File: config.mk
export PLATFORM = sky130hd
export DESIGN_NAME = fwd_hazard_ctrl
export DESIGN_NICKNAME = d
export VERILOG_FILES = /design/src/rtl/fwd_hazard_ctrl.sv
export SDC_FILE = /design/constraint.sdc
export NUM_CORES = 1
export LEC_CHECK = 0
export ABC_CLOCK_PERIOD_IN_PS = 2300
export CORE_MARGIN = 2
export CORE_UTILIZATION = 49
export DETAILED_ROUTE_END_ITERATION = 8
export GPL_TIMING_DRIVEN = 0
export MAX_ROUTING_LAYER = met4
export PLACE_DENSITY = 0.8
export REMOVE_ABC_BUFFERS = 1
export SLEW_MARGIN = 20
export SYNTH_ARGS = -nofsm -noshare
export SYNTH_HDL_FRONTEND = slang
export SYNTH_SLANG_ARGS = --single-unit
File: constraint.sdc
create_clock -name clk -period 2.3 [get_ports clk]
set_clock_uncertainty 0.05 [all_clocks]
set_input_delay 0.46 -clock clk [delete_from_list [all_inputs] [get_ports clk]]
set_output_delay 0.46 -clock clk [all_outputs]
set_load 0.01 [all_outputs]
File: src/rtl/fwd_hazard_ctrl.sv
// Forwarding and load-use hazard controller: shadows in-flight destinations,
// picks the youngest producer for each operand and the flag source, and stalls on load-use.
module fwd_hazard_ctrl #(
    parameter int REG_W      = 5,
    parameter int FWD_STAGES = 3,
    parameter int LOAD_LAT   = 1,
    parameter int CNT_W      = 16,
    localparam int SEL_W     = $clog2(FWD_STAGES + 1)
) (
    input  logic             clk,
    input  logic             reset,
    input  logic             id_valid,
    input  logic [REG_W-1:0] id_rn,
    input  logic [REG_W-1:0] id_rm,
    input  logic [REG_W-1:0] id_rd,
    input  logic             id_uses_rn,
    input  logic             id_uses_rm,
    input  logic             id_uses_rd,
    input  logic             id_reg_write,
    input  logic             id_is_load,
    input  logic             id_set_flag,
    input  logic             id_is_bcond,
    input  logic             flush,
    output logic [SEL_W-1:0] fwd_sel_a,
    output logic [SEL_W-1:0] fwd_sel_b,
    output logic [SEL_W-1:0] fwd_sel_d,
    output logic [SEL_W-1:0] flag_sel,
    output logic             stall,
    output logic [CNT_W-1:0] stall_cnt
);

    localparam logic [REG_W-1:0] XZR = '1;

    // Shadow pipeline, index k = stage k downstream of ID (0 = EX)
    logic             ent_v_p  [FWD_STAGES];
    logic             ent_wr_p [FWD_STAGES];
    logic             ent_ld_p [FWD_STAGES];
    logic             ent_sf_p [FWD_STAGES];
    logic [REG_W-1:0] ent_rd_p [FWD_STAGES];

    logic issue;
    logic hazard;

    function automatic logic op_match(input logic v, input logic wr,
                                      input logic [REG_W-1:0] rd,
                                      input logic [REG_W-1:0] src,
                                      input logic uses);
        return v & wr & uses & (rd == src) & (src != XZR);
    endfunction

    function automatic logic [CNT_W-1:0] sat_inc(input logic [CNT_W-1:0] cnt, input logic inc);
        if (inc && (cnt != '1))
            return cnt + CNT_W'(1);
        return cnt;
    endfunction

    // ID stage: selects and hazard, combinational from ID fields and entries
    always_comb begin
        fwd_sel_a = '0;
        fwd_sel_b = '0;
        fwd_sel_d = '0;
        flag_sel  = '0;
        hazard    = 1'b0;
        // Walk oldest to youngest so the youngest match is written last
        for (int k = FWD_STAGES - 1; k >= 0; k--) begin
            if (op_match(ent_v_p[k], ent_wr_p[k], ent_rd_p[k], id_rn, id_uses_rn)) begin
                fwd_sel_a = SEL_W'(k + 1);
                if (ent_ld_p[k] && (k < LOAD_LAT)) hazard = 1'b1;
            end
            if (op_match(ent_v_p[k], ent_wr_p[k], ent_rd_p[k], id_rm, id_uses_rm)) begin
                fwd_sel_b = SEL_W'(k + 1);
                if (ent_ld_p[k] && (k < LOAD_LAT)) hazard = 1'b1;
            end
            if (op_match(ent_v_p[k], ent_wr_p[k], ent_rd_p[k], id_rd, id_uses_rd)) begin
                fwd_sel_d = SEL_W'(k + 1);
                if (ent_ld_p[k] && (k < LOAD_LAT)) hazard = 1'b1;
            end
            if (ent_v_p[k] && ent_sf_p[k] && id_is_bcond)
                flag_sel = SEL_W'(k + 1);
        end
    end

    // Flush beats a hazard; a stalled instruction stays in ID and EX gets a bubble
    assign stall = id_valid & ~flush & hazard;
    assign issue = id_valid & ~flush & ~stall;

    // ID -> EX and downstream: control bits, cleared on reset
    always_ff @(posedge clk or posedge reset) begin
        if (reset) begin
            for (int k = 0; k < FWD_STAGES; k++) begin
                ent_v_p[k]  <= 1'b0;
                ent_wr_p[k] <= 1'b0;
                ent_ld_p[k] <= 1'b0;
                ent_sf_p[k] <= 1'b0;
            end
            stall_cnt <= '0;
        end else begin
            ent_v_p[0]  <= issue;
            ent_wr_p[0] <= issue & id_reg_write;
            ent_ld_p[0] <= issue & id_is_load;
            ent_sf_p[0] <= issue & id_set_flag;
            for (int k = 1; k < FWD_STAGES; k++) begin
                ent_v_p[k]  <= ent_v_p[k-1];
                ent_wr_p[k] <= ent_wr_p[k-1];
                ent_ld_p[k] <= ent_ld_p[k-1];
                ent_sf_p[k] <= ent_sf_p[k-1];
            end
            stall_cnt <= sat_inc(stall_cnt, stall);
        end
    end

    // Register indices are only meaningful when the valid bit is set
    always_ff @(posedge clk) begin
        ent_rd_p[0] <= id_rd;
        for (int k = 1; k < FWD_STAGES; k++)
            ent_rd_p[k] <= ent_rd_p[k-1];
    end

endmodule

==> impl_metrics.py, run 1 <==
metrics = {
    "synthesis": {
        "synth-edff-count": 0,
        "synthArstFlopShare_pct": 63.4,
        "syn_inst": 193,
        "synthFlopType": "dfrtp_1",
        "yosysMostFrequentCell": "xnor2_1",
        "avgSynthCellArea_um2": 10.7,
        "yosysUniqueCellTypes": 35,
        "synth_common_cells": "xnor2_1 (50), dfrtp_1 (26), dfxtp_1 (15), nand3_1 (15)",
        "ys_seq_area_share_pct": 46.1,
        "netlist_area_um2": 2060,
        "synth_area_leaders": "dfrtp_1 (32%), xnor2_1 (21%), dfxtp_1 (15%)",
        "synth_top_area_cell": "dfrtp_1",
        "ys_warn_count": 0,
        "synth-seq-cells": 41,
        "netlist.area_leader.share_pct": 31.6,
    },
    "grt": {
        "grt_antenna_before_repair": 0,
        "grt_usage_pct": 22.8,
        "overflow": 0,
        "grt_pass1_wl_mm": 7.60,
        "grt_max_degree": 27,
        "grt_pass1_vias": 1608,
    },
    "final_layout": {
        "fillerInstances": 315,
        "final_nets": 283,
        "final_util_pct": 70.5,
        "design_area_um2": 2840,
        "area_growth_pct": 37.9,
        "drive_above_1_share_pct": 28.8,
        "antenna_cells": 0,
    },
    "sta": {
        "worstMarginPinSlew_ns": 0.906,
        "slew_viol_final": 0,
        "slew-limit-headroom_pct": 39.3,
        "setup_ws_ns": -0.0735,
        "fmax_mhz": 421,
        "finalSetupViolCount": 1,
        "hold_violations": 0,
        "grt_setup_unrepaired": "true",
        "finalSetupTns_ns": -0.0735,
        "finalCriticalPeriod_ns": 2.37,
        "min_period_over_period_pct": 103,
    },
    "placement": {
        "place_area_um2": 2610,
        "gp_congestion": 0.833,
        "pre_cts_ws_ns": -1.14,
        "port_buffers": 50,
        "post-dp-hpwl_mm": 3.44,
    },
    "hold_path": {
        "min_from": "id_rd[3]",
        "min_to": "ent_rd_p[0][3]$_DFF_P_",
        "hp-class": "primary input to flop",
        "worstHoldPathCells": 1,
    },
    "clocking": {
        "clk_path_buf_depth": 2,
        "htreeDepth": 2,
        "path_clk_slew_ns": 0.07,
        "clk_latency_ns": 0.29,
        "cts_sinks": 41,
        "clk_root_buffer_cell": "clkbuf_8",
        "cts_tree": "yes",
        "cts_buffers": 5,
    },
    "critical_path": {
        "critPathKind": "flop to output port",
        "crit_arrival_ns": 1.86,
        "r2r-start": "ent_rd_p[0][2]$_DFF_P_",
        "cp-end-kind": "output port",
        "r2r-end": "stall_cnt[3]$_DFFE_PP0P_",
        "rrSetupSlack_ns": 0.12,
        "start_kind": "flop",
        "crit_path_max_fanout": 4,
        "critPathRequiredTime_ns": 1.79,
        "reg2regPathDepth": 8,
    },
    "pwr": {
        "p_leak_uw": 0.00118,
        "p_per_area_nw_per_um2": 490,
        "vdd_drop_max_mv": 0.313,
        "design_power_total_uw": 1390,
    },
    "floorplanning": {
        "start_util_pct": 51.1,
        "die_h_um": 68.9,
        "io_pins": 51,
        "fp-row-count": 23,
        "die_w_um": 68.9,
        "design.core.area_um2": 4030,
        "die_area_um2": 4740,
    },
    "detailed_routing": {
        "final_antenna_net_count": 0,
        "drtIter0Drc": 68,
        "routed_wl_mm": 4.76,
        "vias": 1693,
        "firstDrtPassIters": 4,
        "drc_errors": 0,
        "vias_per_cell": 5.51,
        "wire_per_inst_um": 15.5,
    },
    "run": {
        "cap_violations": 0,
    },
    "run_status": {
        "outcome": "finished with violations",
        "violations": "setup timing",
    },
}
==> final cells by class <==
| class | instances | area, um^2 | share of cell area [%] |
|---|---|---|---|
| Inverter | 2 | 7.51 | 0.264 |
| Clock inverter | 2 | 10.0 | 0.352 |
| Tap cell | 50 | 62.6 | 2.20 |
| Clock buffer | 6 | 72.6 | 2.55 |
| Multi-Input combinational cell | 148 | 1240 | 43.5 |
| Sequential cell | 41 | 972 | 34.2 |
| Timing Repair Buffer | 58 | 479 | 16.9 |
==> metrics by stage <==
step,std cells,hold slack [ns]
floorplan,191,0.304
global placement,291,0.304
detailed placement,291,0.310
CTS,305,0.295
global route,307,0.293
finish,307,0.306
==> worst max-delay path, cell delays in order, from the launching register on <==
cell     delay, ns
dfxtp_4       0.41
xnor2_2       0.12
nand4_1       0.14
or4_4         0.55
a31oi_4       0.23
buf_6         0.13
==> logic make-up (layout without fill, tap and decap cells) <==
logic type / count (synthesis) / in the layout / share of synthesized area, %
XOR/XNOR: 59 / 59 / 25.4
adder cells (fa/ha/maj): 1 / 1 / 0.607
buffers and inverters: 4 / 68 / 1.15
AND/OR/NAND/NOR: 71 / 71 / 19.6
multiplexers: 1 / 1 / 0.546
flip-flops: 41 / 41 / 46.1
AO/OA/AOI/OAI: 16 / 16 / 6.50
==> worst max-delay path by stage <==
stage	start	to	slack [ns]
2_1_floorplan	id_rd[2]	stall	0.19
3_3_place_gp	id_rd[2]	stall	-1.14
3_5_place_dp	id_rd[2]	stall	-1.14
4_1_cts	ent_rd_p[0][2]$_DFF_P_	stall	-0.16
5_1_grt	ent_rd_p[0][3]$_DFF_P_	stall	-0.15
6_report	ent_rd_p[0][2]$_DFF_P_	stall	-0.07
==> what timing repair did <==
item	CTS	global route
gates resized for setup	105	25
hold buffers	0	0
endpoints found under the setup margin	26	8
buffers inserted	6	2
pin swaps	18	12
gates cloned	0	0
==> cell usage in the layout, fill, tap and decap left out, drive strengths merged, types with 4 or more instances in the layout <==
cell	n
xor2	9
xnor2	50
nand3	15
clkbuf	8
or4	4
buf	25
and2	6
nand2	14
dfxtp	15
o21ai	4
nand4	14
clkdlybuf4s50	25
dfrtp	26
==> flip-flops by register name, indices dropped and copies added (netlist names) <==
signal and cells:
stall_cnt 16, ent_rd_p 15, ent_wr_p 3, ent_v_p 3, ent_ld_p 1, ent_sf_p 3
==> power breakdown <==
group | leakage, uW | internal, uW | switching, uW
sequential | 0.000484 | 737 | 29.3
combinational | 0.000654 | 93.4 | 82.0
clock | 0.0000450 | 210 | 239
total | 0.00118 | 1040 | 350
==> layer usage <==
layer	track usage, %	wire length, um	part of all wire, %
met2	37.0	2440	51
met5	-	0	0
met1	27.7	1990	42
met4	9.07	93	2.0
met3	5.03	241	5.1
Note: power is estimated with default switching activity, not from simulation.
==> run 2: changes to the inputs <==
--- a/constraint.sdc
+++ b/constraint.sdc
@@ -3,3 +3,3 @@
 set_input_delay 0.46 -clock clk [delete_from_list [all_inputs] [get_ports clk]]
 set_output_delay 0.46 -clock clk [all_outputs]
-set_load 0.01 [all_outputs]
+set_load 0.1 [all_outputs]
==> impl_metrics.py, run 2 (synthesized netlist as in run 1, its figures left out) <==
metrics = {
    "final_layout": {
        "largestRegisters": "stall_cnt (16), ent_rd_p (15)",
        "ff_latch_area_um2": 977,
        "final_common_cell": "xnor2_1",
        "largest_register_ffs": 16,
        "final_cell_mix": "xnor2_1 (41), dfrtp_1 (26), dlygate4sd2_1 (19)",
        "drive_above_1_share_pct": 29.4,
        "antenna_cells": 0,
        "final_nets": 281,
        "design_area_um2": 2850,
        "fillerInstances": 303,
        "multi_input_area_um2": 1210,
        "area_growth_pct": 38.5,
        "largest-register": "stall_cnt",
    },
    "clocking": {
        "ctsHoldBuffers": 0,
        "clk_latency_ns": 0.29,
        "cts_tree": "yes",
        "htreeDepth": 2,
        "clk_root_buffer_cell": "clkbuf_8",
        "cts_buffers": 5,
        "path_clk_slew_ns": 0.08,
        "cts_sinks": 41,
        "clk_path_buf_depth": 2,
    },
    "critical_path": {
        "critPathRequiredTime_ns": 1.79,
        "start_kind": "flop",
        "crit_path_max_fanout": 4,
        "crit_arrival_ns": 1.96,
        "cp-end-kind": "output port",
        "critPathKind": "flop to output port",
    },
    "sta": {
        "setup_ws_ns": -0.169,
        "finalSetupViolCount": 6,
        "slew-limit-headroom_pct": 35.8,
        "finalCriticalPeriod_ns": 2.47,
        "holdWs_ns": 0.304,
        "hold_violations": 0,
        "fmax_mhz": 405,
        "min_period_over_period_pct": 107,
        "slew_viol_final": 0,
        "grt_setup_unrepaired": "true",
        "worstMarginPinSlew_ns": 0.967,
    },
    "placement": {
        "place_area_um2": 2610,
        "post-dp-hpwl_mm": 3.44,
        "port_buffers": 50,
        "gp_congestion": 0.833,
    },
    "detailed_routing": {
        "firstDrtPassIters": 4,
        "vias_per_cell": 5.50,
        "vias": 1678,
        "drc_errors": 0,
        "routed_wl_mm": 4.90,
        "drtIter0Drc": 94,
        "wire_per_inst_um": 16.1,
        "final_antenna_net_count": 0,
    },
    "hold_path": {
        "hp-class": "primary input to flop",
    },
    "run_status": {
        "outcome": "finished with violations",
        "violations": "setup timing",
    },
    "floorplanning": {
        "die_area_um2": 4740,
        "start_util_pct": 51.1,
        "design.core.area_um2": 4030,
        "fp-row-count": 23,
        "die_h_um": 68.9,
        "die_w_um": 68.9,
        "io_pins": 51,
    },
    "grt": {
        "overflow": 0,
        "grt_max_degree": 27,
        "grt_antenna_before_repair": 0,
        "grt_pass1_vias": 1587,
        "grt_usage_pct": 22.5,
        "grt_pass1_wl_mm": 7.45,
    },
    "pwr": {
        "p_leak_uw": 0.00123,
        "p_per_area_nw_per_um2": 493,
        "vdd_drop_max_mv": 0.390,
        "design_power_total_uw": 1410,
    },
    "run": {
        "cap_violations": 0,
    },
}
==> run 2: cell types whose count changed in the layout (fill, tap and decap cells not counted), moves of 2 or more <==
cell,before,now
dfxtp_2,5,9
clkdlybuf4s50_1,25,7
dfxtp_1,6,2
nand3_1,13,15
nand3_2,2,0
buf_12,0,5
dlygate4sd2_1,3,19
buf_2,16,12
==> run 2: per-stage QoR <==
stage	TNS [ns]	worst slack [ns]	utilization [%]	instances
final	-0.444	-0.169	70.8	305
after global routing	-0.790	-0.218	70.8	305
after CTS	-0.722	-0.191	69.2	303
after detailed placement	-20.29	-1.74	64.7	291
after global placement	-19.87	-1.73	64.7	291
after floorplan	-8.47	-2.09	-	191
==> run 2: per-layer routing <==
layer	wire, um	track usage, %	vias to the layer above
li1	-	-	802
met1	2080	27.7	802
met2	2510	35.3	64
met3	199	4.38	10
met4	104	11.0	0
met5	0	-	-
==> run 2: area by class of cell <==
| type | instances | area share [%] |
|---|---|---|
| well taps | 50 | 2.19 |
| multi-input cells | 148 | 42.4 |
| inverters | 2 | 0.263 |
| clock inverters | 2 | 0.351 |
| clock buffers | 6 | 2.54 |
| repair buffers | 56 | 18.0 |
| flip-flops and latches | 41 | 34.2 |
==> run 2: worst paths after layout <==
kind | from | to | slack [ns] | depth (start not counted)
max in group asynchronous | reset | ent_sf_p[0]$_DFF_PP0_ | 1.27 | 2
max | ent_rd_p[0][3]$_DFF_P_ | stall | -0.17 | 5
max reg2reg | ent_rd_p[0][3]$_DFF_P_ | ent_wr_p[2]$_DFF_PP0_ | 0.11 | 7
min reg2reg | ent_wr_p[2]$_DFF_PP0_ | ent_wr_p[1]$_DFF_PP0_ | 0.33 | 0
min in group asynchronous | reset | stall_cnt[11]$_DFFE_PP0P_ | 0.51 | 2
min | id_rd[3] | ent_rd_p[0][3]$_DFF_P_ | 0.30 | 1
==> run 2: critical path: stages (launching register included) <==
cell	delay (ns)
dfxtp_4	0.37
xnor2_1	0.20
nand4_1	0.17
or4_4	0.50
a31oi_4	0.23
buf_12	0.20
==> run 2: repair_timing <==
action                                 CTS  global route
gates resized for setup                154            30
endpoints found under the hold margin    0             0
buffers inserted                         4             2
setup endpoints to repair               44             7
pin swaps                               18             8
==> run 2: where the power goes <==
part	switching (uW)	internal [uW]
sequential	29.9	738
combinational	89.2	93.9
clock	246	211
==> run 3: changes to the inputs <==
Settings changed: ABC_CLOCK_PERIOD_IN_PS 2300 to default.
==> results of run 3 <==
No change in the layout: final DEF, timing and power equal those of run 2.
